$ cat src/rtl/shifter11_pkg.sv
// shifter11_pkg: shared widths and types for the 11-bit triple shifter.
// Imported by shifter11_stage and shifter11_unit.
package shifter11_pkg;

    localparam int WIDTH   = 11;
    localparam int SHAMT_W = 4;
    localparam int NSTAGE  = SHAMT_W;

    typedef logic [WIDTH-1:0]   word_t;
    typedef logic [SHAMT_W-1:0] shamt_t;

    typedef enum logic {
        DIR_LEFT  = 1'b0,
        DIR_RIGHT = 1'b1
    } dir_e;

    typedef struct packed {
        word_t ll;
        word_t rl;
        word_t ra;
    } result_t;

endpackage

$ cat src/rtl/shifter11_stage.sv
// shifter11_stage: one conditional shift-by-2^K mux level.
// Vacated positions take the fill bit; bits shifted off the end are dropped.
module shifter11_stage
    import shifter11_pkg::*;
#(
    parameter int   K   = 0,
    parameter dir_e DIR = DIR_LEFT
) (
    input  word_t d,
    input  logic  en,
    input  logic  fill,
    output word_t q
);

    localparam int N = 1 << K;

    word_t sh;

    genvar i;
    generate
        for (i = 0; i < WIDTH; i++) begin : g_bit
            if (DIR == DIR_LEFT) begin : g_left
                if (i >= N) begin : g_src
                    assign sh[i] = d[i-N];
                end else begin : g_fill
                    assign sh[i] = fill;
                end
            end else begin : g_right
                if (i + N < WIDTH) begin : g_src
                    assign sh[i] = d[i+N];
                end else begin : g_fill
                    assign sh[i] = fill;
                end
            end
        end
    endgenerate

    assign q = en ? sh : d;

endmodule

$ cat src/rtl/shifter11_unit.sv
// shifter11_unit: registered 11-bit logical-left/logical-right/arith-right shifter.
// Define SHIFTER11_ARITH_EN to make y_ra sign-extend from a[10]; default fill is 0.
module shifter11_unit
    import shifter11_pkg::*;
(
    input  logic   clk,
    input  logic   rst_n,
    input  logic   in_valid,
    input  word_t  a,
    input  shamt_t s,
    output logic   out_valid,
    output word_t  y_ll,
    output word_t  y_rl,
    output word_t  y_ra
);

    logic ra_fill;

`ifdef SHIFTER11_ARITH_EN
    assign ra_fill = a[WIDTH-1];
`else
    assign ra_fill = 1'b0;
`endif

    word_t ll_w [0:NSTAGE];
    word_t rl_w [0:NSTAGE];
    word_t ra_w [0:NSTAGE];

    assign ll_w[0] = a;
    assign rl_w[0] = a;
    assign ra_w[0] = a;

    genvar k;
    generate
        for (k = 0; k < NSTAGE; k++) begin : g_stage
            shifter11_stage #(
                .K   (k),
                .DIR (DIR_LEFT)
            ) u_ll (
                .d    (ll_w[k]),
                .en   (s[k]),
                .fill (1'b0),
                .q    (ll_w[k+1])
            );

            shifter11_stage #(
                .K   (k),
                .DIR (DIR_RIGHT)
            ) u_rl (
                .d    (rl_w[k]),
                .en   (s[k]),
                .fill (1'b0),
                .q    (rl_w[k+1])
            );

            shifter11_stage #(
                .K   (k),
                .DIR (DIR_RIGHT)
            ) u_ra (
                .d    (ra_w[k]),
                .en   (s[k]),
                .fill (ra_fill),
                .q    (ra_w[k+1])
            );
        end
    endgenerate

    // Results hold when no new operand is qualified; only out_valid tracks in_valid.
    always_ff @(posedge clk or negedge rst_n) begin
        if (!rst_n) begin
            out_valid <= 1'b0;
            y_ll      <= '0;
            y_rl      <= '0;
            y_ra      <= '0;
        end else begin
            out_valid <= in_valid;
            if (in_valid) begin
                y_ll <= ll_w[NSTAGE];
                y_rl <= rl_w[NSTAGE];
                y_ra <= ra_w[NSTAGE];
            end
        end
    end

endmodule

$ cat config.mk
export PLATFORM = sky130hd
export DESIGN_NAME = shifter11_unit
export DESIGN_NICKNAME = d
export VERILOG_FILES = /design/src/rtl/shifter11_pkg.sv /design/src/rtl/shifter11_stage.sv /design/src/rtl/shifter11_unit.sv
export SDC_FILE = /design/constraint.sdc
export NUM_CORES = 1
export LEC_CHECK = 0
export ABC_AREA = 1
export BUFFER_PORTS_ARGS = -buffer_cell sky130_fd_sc_hd__buf_4
export CAP_MARGIN = 20
export CELL_PAD_IN_SITES_DETAIL_PLACEMENT = 1
export CELL_PAD_IN_SITES_GLOBAL_PLACEMENT = 2
export CORE_MARGIN = 5
export CORE_UTILIZATION = 31
export CTS_CLUSTER_DIAMETER = 30
export DETAILED_ROUTE_END_ITERATION = 8
export HOLD_SLACK_MARGIN = 0.1
export PLACE_DENSITY = 0.87
export SYNTH_ARGS = -nofsm -noshare
export SYNTH_HDL_FRONTEND = slang
export SYNTH_HIERARCHICAL = 1
export SYNTH_SLANG_ARGS = --single-unit
$ cat constraint.sdc
create_clock -name clk -period 1.6 [get_ports clk]
set_input_delay 0 -clock clk [delete_from_list [all_inputs] [get_ports clk]]
set_output_delay 0 -clock clk [all_outputs]
set_load 0.01 [all_outputs]
==> metrics.txt <==
sequential area share after synthesis approximately 29%; clk root buf clkbuf_8; final setup TNS 0 ps; Final Wtd Congestion between 0.7 and 0.8; Die X about 110 µm; WP data required between 1500 and 2000 ps; critical path data arrival time around 1200 ps; #FFs+latches synth 34; Hold Worst Slack about 170 ps; register-to-register setup slack 950 ps; Leak Pwr 2.21 nW; Slew Viols, Final 0; GRT overflow 0; Post-Route WL 8490 µm; H-tree levels 2; via count between 3,000 and 4,000; DP HPWL around 6700 µm; row count 35; clk_lat worst skew between 200 and 300 ps; Layout Nets between 600 and 700; # port buffers 51; crit path time final roughly 1100 ps; vias in the first global route about 3,100; Syn Inst Count approximately 540; Max Cap Violations 0; Critical Path Start Type input port; fillers around 1,300; P&R area growth vs syn 14.4%; CTS tree yes; Mapped Area 2970 µm²; DR pass1 iterations 4; clk slew on worst S/H paths approximately 70 ps; Starting Density a little under a third; Total GRT Usage 15.2%; Final Setup Violations 0; # diodes 0; drt initial violations roughly 110; clock skew 0 ps; Syn Area/Cell ~5.5 µm²; Die Span Y approximately 110 µm; Routed WL per cell ~12 µm; fin util 36.6%; CTS resizes 0; reg2reg start y_rl[5]; post-route total power between 2 and 3 mW; largest net degree at the start of global routing 36; worst min-delay path category input port to flop; setup bufs post-CTS 0; Critical Path Source in_valid; Post-CTS Hold Fix Bufs 2; layout cell share with drive strength beyond 1 between 10% and 20%; core footprint 9280 µm²; crit path capture type flop; Finished Layout Cells ~710; area of the die around 12,000 µm²; fmax around 950 MHz; P per Cell Area 747 nW/µm²; antenna violations before repair 0; CTS buffer count 5; Final ANT Viol Nets 0; RSZ-0062 raised after global routing false; CP max FO 35; Hold Crit Start s[3]; DP Cell Count between 700 and 800; peak supply drop about 270 µV; Hold Violations, Final 0; DR DRC count 0; count of cell types in the netlist 10; total number of yosys warnings 6; first-pass GRT wire length 14,800 µm; vias per inst 4.24; # IOs 52; Max Root-Sink Buffers 2; status completed; fin crit share 66.0%; CTS sink cnt 34; Crit Path Category input port to flop
flip-flops by register name, summed over array words and instances, names as in the netlist:
| name | flops |
|---|---|
| out_valid | 1 |
| y_rl | 11 |
| y_ra | 11 |
| y_ll | 11 |
critical path, cell delays in order:
cell and delay, ps:
dlygate4sd3_1 520, buf_4 350, inv_8 160, nand2_1 90, nand2_1 70
metrics by stage:
stage          setup slack (ps)  area, µm²
6_report                    544       3400
3_5_place_dp                277       3290
4_1_cts                     532       3400
2_1_floorplan               814       3010
3_3_place_gp                358       3290
5_1_grt                     372       3400
Yosys cell counts:
cell     count  area [µm²]
nand2_1    446        1670
dfrtp_1     34         851
buf_6       18         203
nand2_2     16         100
buf_4        9        67.6
inv_2        8        30.0
inv_1        4        15.0
buf_8        1        15.0
conb_1       1        3.75
inv_8        1        11.3
worst paths after layout:
check	to	cells past startpoint
worst min register to register	y_ll[6]	2
min in group asynchronous	y_ra[1]	2
max in group asynchronous	y_rl[4]	2
worst max-delay path	y_rl[5]	5
worst min-delay path	y_ll[8]	5
worst max register to register	y_rl[5]	2
routing by layer:
| layer | global-route usage (%) | share of wire (%) | vias up |
|---|---|---|---|
| li1 | - | - | 1655 |
| met1 | 21.5 | 53 | 1325 |
| met2 | 25.0 | 44 | 40 |
| met3 | 1.44 | 2.6 | 4 |
| met4 | 3.25 | 0.65 | 0 |
| met5 | 0 | 0 | - |
logic make-up after synthesis:
logic type | share of synthesized area, %
flip-flops | 28.6
buffers and inverters | 11.5
other | 0.126
AND/OR/NAND/NOR | 59.7
report_power, final:
part	leakage (nW)	switching (mW)	internal [mW]	total, mW
combinational	1.74	0.541	0.335	0.876
sequential	0.427	0.0652	0.959	1.02
clock	0.0482	0.291	0.347	0.638
total	2.21	0.897	1.64	2.54
layout by cell type, fill, tap and decap left out:
cell / count
nand2_1: 446
buf_4: 53
dfrtp_1: 34
nand2_2: 16
conb_1: 12
inv_2: 8
clkbuf_8: 6
inv_1: 4
dlygate4sd3_1: 2
inv_8: 1
clkinv_2: 1
clkbuf_1: 1
layout make-up:
| class | count | area, µm² | area share (%) |
|---|---|---|---|
| multi-input combinational | 474 | 1820 | 53.6 |
| sequential | 34 | 851 | 25.0 |
| timing repair buffer | 55 | 418 | 12.3 |
| tap | 129 | 161 | 4.75 |
| clock buffer | 7 | 86.3 | 2.54 |
| inverter | 13 | 56.3 | 1.66 |
| clock inverter | 1 | 5.00 | 0.147 |
Power figures use the tool's default switching activity.
